===== config.mk =====
export PLATFORM = sky130hd
export DESIGN_NAME = key_encoder83
export DESIGN_NICKNAME = d
export VERILOG_FILES = /design/src/rtl/key_encoder83.sv
export SDC_FILE = /design/constraint.sdc
export NUM_CORES = 1
export LEC_CHECK = 0
export CORE_ASPECT_RATIO = 0.6
export CORE_MARGIN = 3
export CORE_UTILIZATION = 58
export DETAILED_ROUTE_END_ITERATION = 8
export HOLD_SLACK_MARGIN = 0.05
export PLACE_DENSITY_LB_ADDON = 0.08
export SLEW_MARGIN = 40
export SYNTH_ARGS = -nofsm -noshare
export SYNTH_HDL_FRONTEND = slang
export SYNTH_SLANG_ARGS = --single-unit

===== constraint.sdc =====
create_clock -name clk_in -period 3.4 [get_ports clk_in]
set_input_delay 0.51 -clock clk_in [delete_from_list [all_inputs] [get_ports clk_in]]
set_output_delay 0.51 -clock clk_in [all_outputs]
set_load 0.1 [all_outputs]

===== src/rtl/key_encoder83.sv =====
// Active-low key bank front end: two-flop synchroniser, whole-vector debounce,
// and a press/release FSM that priority-encodes a newly pressed key into a 3-bit code.
module key_encoder83 #(
  parameter int DEBOUNCE_CYCLES = 270000,
  parameter int CNT_W           = 19
) (
  input  logic       clk_in,
  input  logic       btn_rst,
  input  logic [7:0] key_n,
  output logic [2:0] code,
  output logic       code_valid,
  output logic       multi_err,
  output logic       key_held
);

  localparam logic [CNT_W-1:0] CNT_MAX = CNT_W'(DEBOUNCE_CYCLES - 1);

  typedef enum logic {
    IDLE,
    HELD
  } state_t;

  logic [7:0]       sync1_q;
  logic [7:0]       sync2_q;
  logic [7:0]       sync_pressed;
  logic [7:0]       cand_q;
  logic [7:0]       cand_d;
  logic [7:0]       deb_q;
  logic [7:0]       deb_d;
  logic [CNT_W-1:0] cnt_q;
  logic [CNT_W-1:0] cnt_d;

  state_t           state_q;
  state_t           state_d;
  logic [2:0]       code_q;
  logic [2:0]       code_d;
  logic             code_valid_q;
  logic             code_valid_d;
  logic             multi_err_q;
  logic             multi_err_d;

  logic [2:0]       hi_idx;
  logic [3:0]       ones;

  // Reset to the released level so a key held through reset reads as a fresh press.
  always_ff @(posedge clk_in or posedge btn_rst) begin
    if (btn_rst) begin
      sync1_q <= 8'hFF;
      sync2_q <= 8'hFF;
    end else begin
      sync1_q <= key_n;
      sync2_q <= sync1_q;
    end
  end

  assign sync_pressed = ~sync2_q;

  // Any change in the vector restarts the stability count; deb only moves once the count saturates.
  always_comb begin
    cand_d = cand_q;
    deb_d  = deb_q;
    cnt_d  = cnt_q;
    if (sync_pressed != cand_q) begin
      cand_d = sync_pressed;
      cnt_d  = '0;
    end else if (cnt_q == CNT_MAX) begin
      deb_d = cand_q;
    end else begin
      cnt_d = cnt_q + 1'b1;
    end
  end

  always_ff @(posedge clk_in or posedge btn_rst) begin
    if (btn_rst) begin
      cand_q <= 8'hFF;
      deb_q  <= 8'h00;
      cnt_q  <= '0;
    end else begin
      cand_q <= cand_d;
      deb_q  <= deb_d;
      cnt_q  <= cnt_d;
    end
  end

  always_comb begin
    hi_idx = 3'd0;
    ones   = 4'd0;
    for (int i = 0; i < 8; i++) begin
      if (deb_q[i]) begin
        hi_idx = 3'(i);
      end
      ones = ones + {3'b000, deb_q[i]};
    end
  end

  always_comb begin
    state_d      = state_q;
    code_d       = code_q;
    code_valid_d = 1'b0;
    multi_err_d  = 1'b0;
    case (state_q)
      IDLE: begin
        if (deb_q != 8'h00) begin
          code_d  = hi_idx;
          state_d = HELD;
          if (ones == 4'd1) begin
            code_valid_d = 1'b1;
          end else begin
            multi_err_d = 1'b1;
          end
        end
      end
      HELD: begin
        if (deb_q == 8'h00) begin
          state_d = IDLE;
        end
      end
      default: state_d = IDLE;
    endcase
  end

  always_ff @(posedge clk_in or posedge btn_rst) begin
    if (btn_rst) begin
      state_q      <= IDLE;
      code_q       <= 3'd0;
      code_valid_q <= 1'b0;
      multi_err_q  <= 1'b0;
    end else begin
      state_q      <= state_d;
      code_q       <= code_d;
      code_valid_q <= code_valid_d;
      multi_err_q  <= multi_err_d;
    end
  end

  assign code       = code_q;
  assign code_valid = code_valid_q;
  assign multi_err  = multi_err_q;
  assign key_held   = (state_q == HELD);

endmodule

==> results.sh, run 1 <==
export IMPL_crit_start="deb_q[1]"
export IMPL_cpMaxStageDelayCell="fa_1"
export IMPL_clk_path_buf_depth=2
export IMPL_first_global_vias=1526
export IMPL_path_clk_slew_ns=0.06
export IMPL_first_pass_iters=4
export IMPL_max_cap_violations=0
export IMPL_fin_util_pct=73.7
export IMPL_ys_ff_latch=57
export IMPL_postSynthAreaPerCell_sq_um=11.7
export IMPL_die_y_microns=56.4
export IMPL_crit_path_end="code_valid"
export IMPL_p_sw_uw=283
export IMPL_ys_warn_count=0
export IMPL_synth_area_sq_um=2460
export IMPL_power_share_combinational_pct=2.8
export IMPL_r2r_slack_ns=0.19
export IMPL_clkSinkCount=57
export IMPL_fin_setup_tns_ns=0
export IMPL_ant_nets=0
export IMPL_cts_root_buffer="clkbuf_8"
export IMPL_multi_input_comb_area_sq_um=891
export IMPL_min_path_type="reg2reg"
export IMPL_nFillCells=262
export IMPL_initial_core_util_pct=63.4
export IMPL_regToRegEndpoint="code_valid"
export IMPL_crit_path_max_fanout=3
export IMPL_postLayoutSetupSlackWorst_ns=0.188
export IMPL_ys_flop_type="dfrtp_1"
export IMPL_drc=0
export IMPL_instances_no_fill=299
export IMPL_fp_dieArea_sq_um=5080
export IMPL_globalRoute_totalOverflow=0
export IMPL_end_kind="flop"
export IMPL_clock_insertion_delay_worst_skew_ns=0.33
export IMPL_viasPerCell=5.22
export IMPL_initialDrtViolationCount=128
export IMPL_hpwlAfterDp_microns=2970
export IMPL_slowest_delay_ns=0.58
export IMPL_min_period_ns=3.21
export IMPL_cts_tree="done"
export IMPL_yosysSeqAreaShare_pct=59.3
export IMPL_seqCellArea_sq_um=1460
export IMPL_vias=1562
export IMPL_cp_start_kind="flop"
export IMPL_dp_cells=281
export IMPL_required_ns=3.66
export IMPL_max_vdd_ir_drop_mv=0.369
export IMPL_seqPwrFrac_pct=54.3
export IMPL_p_int_mw=1.03
export IMPL_status="finished, final reports clean"
export IMPL_place_ws_ns=0.0380
export IMPL_antenna_found_initial=0
export IMPL_io_buffers=15
export IMPL_r2r_start="deb_q[1]"
export IMPL_power_density_nw_per_um2=460
export IMPL_ys_types=36
export IMPL_ff2ff_path_depth=12
export IMPL_syn_instance_count=210
export IMPL_rsz0062_at_grt="no"
export IMPL_holdWs_ns=0.352
export IMPL_grt_max_degree=39
export IMPL_cp_data_arrival_time_ns=3.47
export IMPL_grt_pass1_wl_microns=7280
export IMPL_syn_nets=229
export IMPL_leakagePower_nw=1.25
export IMPL_htreeDepth=3
export IMPL_synth_edf_count=0
export IMPL_power_switching_share_pct=21.5
export IMPL_detail_route_wl_per_cell_microns=14.2
export IMPL_grt_total_usage_pct=18.6
export IMPL_hold_violations=0
export IMPL_path_cells="inv_2 -> fa_1 -> fa_1 -> fa_1 -> inv_1 -> ha_2 -> inv_1 -> fa_2 -> a2111oi_2 -> a21oi_1 -> nor2_1 -> and2_1"
export IMPL_p_clk_share_pct=42.9
export IMPL_relSlewSlack_pct=56.3
export IMPL_cp_common_cell="fa_1"
export IMPL_fmax_mhz=311
export IMPL_cts_buffers=9
export IMPL_die_w_microns=90.0
export IMPL_layout_nets=256
export IMPL_maxSlewViolCount=0
export IMPL_n_antenna_cell=0
export IMPL_wirelength_microns=4250
export IMPL_worst_slew_pin_slew_ns=0.655
export IMPL_synthArstFlopShare_pct=100
export IMPL_gp_congestion=0.839
export IMPL_drive_gt1_share_pct=27.7
export IMPL_core_area_sq_um=3870
export IMPL_fin_crit_sh_pct=94.5
export IMPL_crit_type="reg2reg"
export IMPL_rows=17
export IMPL_syn_to_final_growth_pct=16.1
export IMPL_clock_skew_final_ns=0.00642
export IMPL_boundaryPins=16
export IMPL_setup_violations=0
-- placed cells by master, fill, tap and decap left out, types with 2 or more instances in the layout --
cell,synthesis,layout
dfrtp_1,33,33
nor2_1,27,27
inv_1,27,24
dfstp_2,24,24
xnor2_1,13,13
nand3_1,12,12
xor2_1,10,10
clkbuf_8,0,9
clkdlybuf4s50_1,0,9
mux2_2,8,8
nand2_1,7,7
buf_2,0,6
nor4_1,4,4
nand4_1,4,4
a21oi_1,4,4
ha_1,5,4
buf_4,0,4
clkinv_2,0,3
fa_1,4,3
nor4b_1,2,2
a31oi_1,2,2
o21ai_0,2,2
or3_2,2,2
nor3_1,2,2
inv_2,0,2
clkbuf_1,2,2
-- state kept, by name (all words and copies together) (netlist names) --
| signal | count |
|---|---|
| cnt_q | 19 |
| code_valid | 1 |
| multi_err | 1 |
| cand_q | 8 |
| code | 3 |
| sync1_q | 8 |
| deb_q | 8 |
| sync2_q | 8 |
| key_held | 1 |
-- through the flow --
step                      total power [mW]  area (sq um)
after floorplan                      0.743          2460
after global placement               0.760          2670
after detailed placement             0.763          2640
after CTS                             1.33          2830
after global routing                  1.37          2850
final                                 1.31          2850
-- routing by layer --
layer / up-vias / global-route usage [%] / wire length [microns]
met5: - / 0 / 0
met4: 0 / 4.79 / 27
li1: 745 / - / -
met3: 8 / 7.10 / 317
met1: 746 / 26.4 / 2030
met2: 63 / 27.2 / 1870
-- power by group through the flow --
stage	registers, mW	logic, mW	clock network (mW)
global route	0.715	0.0416	0.608
detailed placement	0.725	0.0378	0
floorplan	0.722	0.0207	0
global placement	0.724	0.0363	0
CTS	0.714	0.0380	0.575
finish	0.714	0.0367	0.563
-- worst min-delay path by stage --
stage | depth (start not counted) | slack, ns | startpoint | end
after CTS | 0 | 0.36 | sync1_q[2] | sync2_q[2]
after global routing | 0 | 0.36 | sync1_q[6] | sync2_q[6]
after floorplan | 0 | 0.35 | sync1_q[0] | sync2_q[0]
after global placement | 0 | 0.35 | sync1_q[7] | sync2_q[7]
after detailed placement | 0 | 0.35 | sync1_q[2] | sync2_q[2]
final | 0 | 0.35 | sync1_q[0] | sync2_q[0]
-- repair_timing --
action,in CTS,in global routing
gates resized for setup,0,6
setup buffers,0,2
hold buffers,0,0
endpoints found under the setup margin,0,2
-- cell families (layout without fill, tap and decap cells) --
| group | count (synthesis) | in the layout | synth area share [%] |
|---|---|---|---|
| simple gates | 69 | 69 | 14.3 |
| compound gates | 13 | 13 | 3.41 |
| fa+ha+maj | 9 | 9 | 5.81 |
| xor+xnor | 23 | 23 | 8.20 |
| flops | 57 | 57 | 59.3 |
| mux | 9 | 9 | 4.08 |
| buf+inv | 30 | 62 | 4.89 |
-- Yosys cell counts, drive strengths merged (3+ instances only) --
cell   number  area share, %
inv        27            4.1
fa          4            3.3
a21oi       4           0.82
mux2        8            3.7
nand4       4            1.0
xnor2      13            4.6
nand2       7            1.1
ha          5            2.5
nand3      12            2.4
dfrtp      33             34
nor3        3            1.1
nor4        4            1.0
or3         3           0.87
dfstp      24             26
nor2       27            4.1
xor2       10            3.6
-- worst max-delay path: cells and delay by family, from the launching register on --
family                   cells  cell delay [ns]
AND/OR/NAND/NOR              2             0.29
flip-flops                   1             0.38
buffers and inverters        3             0.19
AO/OA/AOI/OAI                2             0.28
adder cells (fa/ha/maj)      5             2.01
-- area by class of cell --
cell class	count	share of cell area [%]
sequential	57	51.1
tap	57	2.50
clock inverter	4	0.877
inverter	27	3.60
clock buffer	12	5.48
timing repair buffer	19	5.26
multi-input combinational	123	31.2
Note: power is estimated with default switching activity, not from simulation.
==> inputs of run 2 (changes only) <==
CORE_UTILIZATION = 28   (was 58)
==> results.sh, run 2 (same netlist as run 1, synthesis figures left out) <==
export IMPL_rsz0062_at_grt="no"
export IMPL_layout_nets=254
export IMPL_hold_violations=0
export IMPL_die_y_microns=78.5
export IMPL_leakagePower_nw=1.32
export IMPL_cp_common_cell="fa_1"
export IMPL_globalRoute_totalOverflow=0
export IMPL_max_vdd_ir_drop_mv=0.240
export IMPL_final_common_cell="dfrtp_1"
export IMPL_top_register="cnt_q"
export IMPL_clock_skew_final_ns=0.00600
export IMPL_clkSinkCount=57
export IMPL_fin_setup_tns_ns=0
export IMPL_drc=0
export IMPL_first_pass_iters=4
export IMPL_cp_start_kind="flop"
export IMPL_holdWs_ns=0.354
export IMPL_gp_congestion=0.762
export IMPL_cpMaxStageDelayCell="fa_1"
export IMPL_crit_type="reg2reg"
export IMPL_final_cell_mix="dfrtp_1 (33), nor2_1 (27), inv_1 (26)"
export IMPL_max_cap_violations=0
export IMPL_initial_core_util_pct=30.0
export IMPL_htreeDepth=3
export IMPL_ant_nets=0
export IMPL_fmax_mhz=320
export IMPL_maxSlewViolCount=0
export IMPL_initialDrtViolationCount=84
export IMPL_status="finished, final reports clean"
export IMPL_core_area_sq_um=8200
export IMPL_power_density_nw_per_um2=568
export IMPL_min_to="sync2_q[1]"
export IMPL_relSlewSlack_pct=50.4
export IMPL_min_path_type="reg2reg"
export IMPL_regToRegEndpoint="code_valid"
export IMPL_first_global_vias=1435
export IMPL_boundaryPins=16
export IMPL_wirelength_microns=4520
export IMPL_die_w_microns=127
export IMPL_path_cells="inv_1 -> fa_1 -> fa_1 -> fa_1 -> inv_1 -> ha_1 -> inv_1 -> fa_1 -> a2111oi_2 -> a21oi_1 -> nor2_1 -> and2_1"
export IMPL_cts_root_buffer="clkbuf_16"
export IMPL_grt_total_usage_pct=10.4
export IMPL_cp_data_arrival_time_ns=3.39
export IMPL_grt_max_degree=49
export IMPL_r2r_start="deb_q[3]"
export IMPL_antenna_found_initial=0
export IMPL_nFillCells=812
export IMPL_min_path_cells=0
export IMPL_drive_gt1_share_pct=25.8
export IMPL_clk_path_buf_depth=2
export IMPL_worst_slew_pin_slew_ns=0.738
export IMPL_p_total_mw=1.73
export IMPL_clock_insertion_delay_worst_skew_ns=0.32
export IMPL_largest_reg_flops=19
export IMPL_io_buffers=15
export IMPL_holdBufCountCts=0
export IMPL_cts_buffers=9
export IMPL_fin_crit_sh_pct=92.0
export IMPL_path_clk_slew_ns=0.05
export IMPL_crit_path_max_fanout=3
export IMPL_viasPerCell=4.30
export IMPL_end_kind="flop"
export IMPL_n_antenna_cell=0
export IMPL_vias=1496
export IMPL_slowest_delay_ns=0.51
export IMPL_hpwlAfterDp_microns=3150
export IMPL_min_from="sync1_q[1]"
export IMPL_required_ns=3.66
export IMPL_grt_pass1_wl_microns=7690
export IMPL_fp_dieArea_sq_um=9970
export IMPL_syn_to_final_growth_pct=24.2
export IMPL_cts_tree="done"
export IMPL_r2r_slack_ns=0.27
export IMPL_detail_route_wl_per_cell_microns=13.0
export IMPL_ff2ff_path_depth=12
export IMPL_min_period_ns=3.13
export IMPL_rows=25
export IMPL_setup_violations=0
## run 2: routing by layer
metal / track usage [%] / wire, microns
met1: 16.3 / 2580
met2: 10.8 / 1540
met3: 5.30 / 315
met4: 4.82 / 85
met5: 0 / 0
## run 2: how the worst max path moves through the flow
stage | startpoint | end | slack, ns | cells after the start
floorplan | deb_q[1] | code_valid | 0.28 | 12
detailed placement | deb_q[1] | code_valid | 0.13 | 12
CTS | deb_q[1] | code_valid | 0.11 | 12
finish | deb_q[3] | code_valid | 0.27 | 12
global placement | deb_q[1] | code_valid | 0.17 | 12
global route | deb_q[3] | code_valid | 0.11 | 12
## run 2: repair_timing
item                                    CTS  global route
gates resized for setup                   0             2
buffers inserted                          0             0
endpoints found under the setup margin    0             2
endpoints found under the hold margin     0             0
## run 2: layout make-up
class	count	area (sq um)	share of cell area, %
Clock buffer	13	293	9.60
Tap cell	108	135	4.43
Clock inverter	3	41.3	1.35
Timing Repair Buffer	17	135	4.43
Sequential cell	57	1460	47.7
Multi-Input combinational cell	123	886	29.0
Inverter	27	104	3.40
## run 2: report_power, final
| part | switching [mW] | internal (mW) | total [mW] | leakage (nW) |
|---|---|---|---|---|
| Sequential | 0.00853 | 0.706 | 0.714 | 0.714 |
| Combinational | 0.0198 | 0.0176 | 0.0374 | 0.436 |
| Clock | 0.307 | 0.674 | 0.981 | 0.166 |
## run 2: metrics by stage
step / worst slack [ns] / cells / cell area (sq um) / util, %
after detailed placement: 0.134 / 332 / 2710 / 33.1
final: 0.272 / 348 / 3050 / 37.2
after CTS: 0.112 / 348 / 3040 / 37.1
after global placement: 0.173 / 332 / 2740 / 33.4
after global routing: 0.107 / 348 / 3050 / 37.2
after floorplan: 0.284 / 210 / 2460 / -
## run 2: critical path: cells and delay by family (launching register included)
family / cells / cell delay, ns
flops: 1 / 0.39
fa+ha+maj: 5 / 1.90
simple gates: 2 / 0.25
compound gates: 2 / 0.30
buf+inv: 3 / 0.21
==> inputs of run 3 (changes only) <==
CTS_CLUSTER_SIZE = 10   (was not set)
==> results of run 3 <==
Final layout, timing and power as in run 2 (identical DEF).
